$ cat src/rtl/counter_ctrl_pkg.sv
// Shared definitions for the counter run controller.
//   DEFAULT_WIDTH : default counter width (must match the driven counter)
//   ctrl_state_t  : controller state encoding, also exported for debug
package counter_ctrl_pkg;

    localparam int DEFAULT_WIDTH = 4;

    typedef enum logic [1:0] {
        IDLE  = 2'd0,
        CLEAR = 2'd1,
        RUN   = 2'd2,
        DONE  = 2'd3
    } ctrl_state_t;

endpackage

$ cat src/rtl/counter_ctrl_if.sv
// Command channel into the counter run controller.
//   cmd_valid  : source -> controller, a command is present
//   cmd_ready  : controller -> source, controller can accept a command
//   cmd_target : source -> controller, count to stop at
// Handshake: a command transfers on a rising clk edge where cmd_valid and
// cmd_ready are both high. Once raised, cmd_valid and cmd_target stay
// stable until that transfer; cmd_ready never depends on cmd_valid.
interface counter_ctrl_if
    import counter_ctrl_pkg::*;
#(
    parameter int WIDTH = DEFAULT_WIDTH
) ();

    logic             cmd_valid;
    logic             cmd_ready;
    logic [WIDTH-1:0] cmd_target;

    modport master (
        output cmd_valid,
        output cmd_target,
        input  cmd_ready
    );

    modport slave (
        input  cmd_valid,
        input  cmd_target,
        output cmd_ready
    );

endinterface

$ cat src/rtl/counter_ctrl.sv
// Run controller for one counter instance. Accepts a target count, clears
// the counter for one cycle, enables it until it reaches the target, then
// pulses done. Pause suspends counting; abort ends the run early.
//   clk, reset : clock and asynchronous active-high reset
//   cmd        : command channel (slave side), see counter_ctrl_if
//   pause      : level, suspends counting while in RUN
//   abort      : single-cycle request to end a run in CLEAR or RUN
//   cnt_reset  : registered, drives the counter's asynchronous reset
//   cnt_enable : drives the counter's enable
//   cnt_value  : the counter's current count
//   busy       : high in CLEAR and RUN
//   done       : one-cycle pulse on normal completion
//   aborted    : one-cycle pulse when a run is ended by abort
//   dbg_state  : current controller state
module counter_ctrl
    import counter_ctrl_pkg::*;
#(
    parameter int WIDTH = DEFAULT_WIDTH
) (
    input  logic             clk,
    input  logic             reset,
    counter_ctrl_if.slave    cmd,
    input  logic             pause,
    input  logic             abort,
    output logic             cnt_reset,
    output logic             cnt_enable,
    input  logic [WIDTH-1:0] cnt_value,
    output logic             busy,
    output logic             done,
    output logic             aborted,
    output ctrl_state_t      dbg_state
);

    ctrl_state_t      state_q,     state_d;
    logic [WIDTH-1:0] target_q,    target_d;
    logic             cnt_reset_q, cnt_reset_d;
    logic             busy_q,      busy_d;
    logic             done_q,      done_d;
    logic             aborted_q,   aborted_d;

    always_comb begin
        state_d   = state_q;
        target_d  = target_q;
        aborted_d = 1'b0;
        case (state_q)
            IDLE: begin
                // cmd_ready is high whenever we are in IDLE out of reset.
                if (cmd.cmd_valid) begin
                    target_d = cmd.cmd_target;
                    state_d  = CLEAR;
                end
            end
            CLEAR: begin
                if (abort) begin
                    state_d   = IDLE;
                    aborted_d = 1'b1;
                end else begin
                    state_d = RUN;
                end
            end
            RUN: begin
                // Abort takes priority over reaching the target.
                if (abort) begin
                    state_d   = IDLE;
                    aborted_d = 1'b1;
                end else if (cnt_value == target_q) begin
                    state_d = DONE;
                end
            end
            DONE: begin
                state_d = IDLE;
            end
            default: begin
                state_d = IDLE;
            end
        endcase
        // Outputs are decoded from the next state so they leave a flop
        // aligned with the state they belong to; cnt_reset in particular
        // feeds an asynchronous reset and must be glitch-free.
        cnt_reset_d = (state_d == CLEAR);
        busy_d      = (state_d == CLEAR) || (state_d == RUN);
        done_d      = (state_d == DONE);
    end

    always_ff @(posedge clk or posedge reset) begin
        if (reset) begin
            state_q     <= IDLE;
            target_q    <= '0;
            cnt_reset_q <= 1'b0;
            busy_q      <= 1'b0;
            done_q      <= 1'b0;
            aborted_q   <= 1'b0;
        end else begin
            state_q     <= state_d;
            target_q    <= target_d;
            cnt_reset_q <= cnt_reset_d;
            busy_q      <= busy_d;
            done_q      <= done_d;
            aborted_q   <= aborted_d;
        end
    end

    // Abort also gates the enable so the count freezes in the cycle the
    // abort is requested, not one cycle later.
    assign cnt_enable = (state_q == RUN) && !pause && !abort
                        && (cnt_value != target_q);

    assign cmd.cmd_ready = (state_q == IDLE) && !reset;
    assign cnt_reset     = cnt_reset_q;
    assign busy          = busy_q;
    assign done          = done_q;
    assign aborted       = aborted_q;
    assign dbg_state     = state_q;

endmodule

$ cat src/flat_wrapper.sv
// flat-port wrapper written by rule: the top's interface ports become plain ports
module counter_ctrl_flat import counter_ctrl_pkg::*;
#(
    parameter int WIDTH = DEFAULT_WIDTH
)
  (clk, reset, pause, abort, cnt_reset, cnt_enable, cnt_value, busy, done, aborted, dbg_state, cmd_cmd_valid, cmd_cmd_target, cmd_cmd_ready);
  counter_ctrl_if #(.WIDTH(WIDTH)) cmd_i ();
  input  logic clk;
  input  logic reset;
  input  logic pause;
  input  logic abort;
  output logic cnt_reset;
  output logic cnt_enable;
  input  logic [WIDTH-1:0] cnt_value;
  output logic busy;
  output logic done;
  output logic aborted;
  output ctrl_state_t dbg_state;
  input wire logic [$bits(cmd_i.cmd_valid)-1:0] cmd_cmd_valid;
  input wire logic [$bits(cmd_i.cmd_target)-1:0] cmd_cmd_target;
  output wire logic [$bits(cmd_i.cmd_ready)-1:0] cmd_cmd_ready;
  assign cmd_i.cmd_valid = cmd_cmd_valid;
  assign cmd_i.cmd_target = cmd_cmd_target;
  assign cmd_cmd_ready = cmd_i.cmd_ready;
  counter_ctrl #(.WIDTH(WIDTH)) u_core (.clk(clk), .reset(reset), .cmd(cmd_i), .pause(pause), .abort(abort), .cnt_reset(cnt_reset), .cnt_enable(cnt_enable), .cnt_value(cnt_value), .busy(busy), .done(done), .aborted(aborted), .dbg_state(dbg_state));
endmodule
$ cat config.mk
export PLATFORM = sky130hd
export DESIGN_NAME = counter_ctrl_flat
export DESIGN_NICKNAME = d
export VERILOG_FILES = /design/src/rtl/counter_ctrl_pkg.sv /design/src/rtl/counter_ctrl_if.sv /design/src/rtl/counter_ctrl.sv /design/src/flat_wrapper.sv
export SDC_FILE = /design/constraint.sdc
export NUM_CORES = 1
export LEC_CHECK = 0
export ABC_AREA = 1
export CAP_MARGIN = 5
export CORE_AREA = 4 4 41 43
export DETAILED_ROUTE_END_ITERATION = 7
export DIE_AREA = 0 0 45 47
export PLACE_DENSITY = 0.74
export SYNTH_ARGS = -nofsm -noshare
export SYNTH_HDL_FRONTEND = slang
export SYNTH_SLANG_ARGS = --single-unit
$ cat constraint.sdc
create_clock -name clk -period 2.3 [get_ports clk]
set_clock_uncertainty 0.05 [all_clocks]
set_input_delay 0.69 -clock clk [delete_from_list [all_inputs] [get_ports clk]]
set_output_delay 0.69 -clock clk [all_outputs]
set_load 0.05 [all_outputs]
Word level (Yosys, flattened, before mapping). Cells that the tools add are included.

Flip-flop bits (word level): 10. Input port bits: 13. Word-level logic and storage cells: 32.

Eq/ne operators: 8. Mux-type cells: 7. Reductions and logical operators: 11.

Operators by type and width (count): $eq 2x2->1 const B (4); $mux 2 (4); $pmux 2 s4 (1); $eq 2x1->1 const B (2); $eq 4x4->1 (1); $logic_and 1x1->1 (4); $ne 4x4->1 (1); $logic_not 1->1 (3); $logic_not 2->1 (1); $mux 1 (2); $reduce_and 2->1 (1); $reduce_or 2->1 (1); $logic_or 1x1->1 (1).

Depth between registers and ports, before layout.
Word-level depth: 6. Depth in mapped cells: 12. Mapped depth without buffers: 12.

Least setup slack after synthesis. OpenSTA, ideal clock, no wires.

Path kind: register to output. From: reg u_core.state_q[0] (netlist: u_core.dbg_state[0]). To: out cnt_enable. Data arrival time: 1792 ps. Required time: 1560 ps. Slack: -232 ps. Stages on the path, launching flop included: 7. Path buffers: 0. Cells stage by stage: dfrtp_1 inv_1 ha_1 inv_1 nor2_1 nand2_1 nor2_1.

Cells in the longest elaborated chain, start to end: 4.

Ends and longest elaborated chain: start, declared (line counter_ctrl.sv:34) `ctrl_state_t state_q, state_d;`; start signal, assigned (line counter_ctrl.sv:94) `state_q <= state_d;`; $eq 2x2->1 (line counter_ctrl.sv:105) `assign cnt_enable = (state_q == RUN) && !pause && !abort`; $logic_and 1x1->1 (2 in series) (line counter_ctrl.sv:105); $logic_and 1x1->1 (line counter_ctrl.sv:106) `&& (cnt_value != target_q);`; end, declared (line flat_wrapper.sv:13) `output logic cnt_enable;`.

No other way between the ends.

Final worst setup path. Ends and elaborated chain as after synthesis.

==> results <==
[logic make-up (layout without fill, tap and decap cells)]
| group | count (synthesis) | count (layout) | synth area share [%] |
|---|---|---|---|
| compound gates | 5 | 5 | 4.46 |
| simple gates | 36 | 36 | 26.3 |
| fa+ha+maj | 5 | 5 | 11.2 |
| flops | 10 | 10 | 44.6 |
| buf+inv | 20 | 53 | 13.4 |
[final cells by class]
cell class / count / area, um^2
clock buffers: 4 / 36.3
fillers: 111 / 414
inverters: 20 / 75.1
multi-input cells: 46 / 243
flip-flops and latches: 10 / 250
well taps: 15 / 18.8
repair buffers: 29 / 264
[through the flow]
step | TNS, ps | setup WS [ps] | cells | hold WS, ps
3_3_place_gp | -167 | -167 | 116 | 472
5_1_grt | -5.80 | -5.80 | 124 | 527
3_5_place_dp | -237 | -213 | 116 | 480
6_report | 0 | 94.0 | 124 | 488
4_1_cts | 0 | 2.95 | 121 | 491
2_1_floorplan | -15.2 | -15.2 | 76 | 456
[repair_timing]
action / in CTS / in global routing
setup buffers: 1 / 3
gates resized for setup: 10 / 5
setup endpoints to repair: 1 / 1
hold buffers: 0 / 0
pin swaps: 8 / 7
[critical path, delay by kind of cell, from the launching register on]
family / cells / cell delay [ps]
flip-flops: 1 / 420
AND/OR/NAND/NOR: 3 / 320
buffers and inverters: 3 / 290
adder cells (fa/ha/maj): 1 / 150
[state kept, by name (all words and copies together), names as in the netlist]
register / count
u_core.aborted: 1
u_core.target_q: 4
u_core.cnt_reset: 1
u_core.dbg_state: 2
u_core.done: 1
u_core.busy: 1
[cells in the final DEF, fill, tap and decap left out, drive strengths merged]
cell,instances
nand2,24
inv,20
clkdlybuf4s50,12
buf,12
dfrtp,10
nor2,10
clkbuf,8
ha,5
a21oi,4
nor3,1
nand3,1
o21ai,1
dlygate4sd2,1
[Yosys cell counts, drive strengths merged]
cell	count
o21ai	1
nand3	1
nor3	1
a21oi	4
inv	20
ha	5
dfrtp	10
nor2	10
nand2	24
[where the power goes]
part | internal [uW] | leakage, uW | switching [uW] | total (uW)
clock | 96.1 | 0.0000210 | 65.5 | 162
combinational | 307 | 0.000373 | 455 | 762
sequential | 258 | 0.000119 | 39.0 | 297
[worst min path at each step]
stage	startpoint	to	slack [ps]	cells past startpoint
global placement	u_core.target_q[0]	u_core.target_q[0]	470	2
global route	u_core.target_q[2]	u_core.target_q[2]	530	2
floorplan	u_core.target_q[0]	u_core.target_q[0]	460	2
finish	u_core.target_q[1]	u_core.target_q[1]	490	2
CTS	u_core.target_q[1]	u_core.target_q[1]	490	2
detailed placement	u_core.target_q[1]	u_core.target_q[1]	480	2
[layer usage]
layer / track usage (%) / vias up / wire length, um
li1: - / 285 / -
met1: 16.4 / 233 / 501
met2: 22.6 / 19 / 583
met3: 4.21 / 3 / 110
met4: 8.77 / 0 / 27
met5: 0 / - / 0
==> results.tsv <==
metric	value	unit
status	finished, final reports clean	
max_slew_margin	65.5	%
cp_max_fo	4	
worstPathArrival	1470	ps
cts_root_buf	clkbuf_4	
worst_r2r_endpoint	u_core.busy	
n_antenna_cell	0	
place_area	840	um^2
crit_path_cell_trace	inv_2, ha_1, inv_1, nor2_2, nand2_1, nor2_2, buf_12	
io-pin-count	21	
io_buffers	20	
synth_area	561	um^2
p_per_area	1380	nW/um^2
die_w	45	um
nets	128	
r2r-start	u_core.dbg_state[0]	
antenna_found_initial	0	
crit_end	cnt_enable	
post-route-util	68.2	%
drive_gt1_share	24.8	%
synth_area_leaders	dfrtp_1 45%, nand2_1 15%, inv_1 13%	
ys_seq_area_share	44.6	%
cp-start-kind	flop	
worstSetupPathType	reg -> out	
grt_use_total	14.0	%
cts_htree_levels	1	
worstMarginPinSlew	517	ps
clock-sinks	10	
r2r_cells	10	
die_h	47	um
synth_top_area_cell	dfrtp_1	
first_iter_violations	15	
ys_types	11	
worstSkewPairLatency	270	ps
wl_per_cell	9.85	um
grt_first_pass_wirelength	2060	um
rows	13	
drc	0	
ant_nets	0	
cts_buffers	3	
place.gp.congestion	0.834	
grt_pass1_vias	493	
cap_viol_max_count	0	
ff2ff_setup_slack	630	ps
gr-total-overflow	0	
yosysWarnings	0	
grt_max_degree	11	
syn_area_per_cell	7.38	um^2
vdd_drop_max	0.838	mV
cts_tree	yes	
startpoint	u_core.dbg_state[0]	
area_growth_syn_to_layout	58.3	%
slew_violations	0	
setup_viol	0	
totalWireLength	1220	um
required	1560	ps
ctsLongestPathBuffers	2	
syn_inst	76	
critPathMaxStageDelay	420	ps
dr.pass1.iters	4	
synth_nets	94	
via_count	540	
fin_crit	2210	ps
cpMaxStageDelayCell	dfrtp_1	
leakage	0.000513	uW
start_util	43.1	%
synth_top_area_share	44.6	%
post-route-period-util	95.9	%
stdcell_area	887	um^2
vias_per_cell	4.35	
max_freq	0.453	GHz
ys_ff_latch	10	
dp_hpwl	932	um
hold_path_class	reg -> reg	
power	1220	uW
core	1300	um^2
cp-end-kind	primary output	
path_clk_slew	80	ps
path_common_cell	nor2_2	
final-hold-violation-count	0	
dieArea	2120	um^2
(Power assumes the default switching activity.)
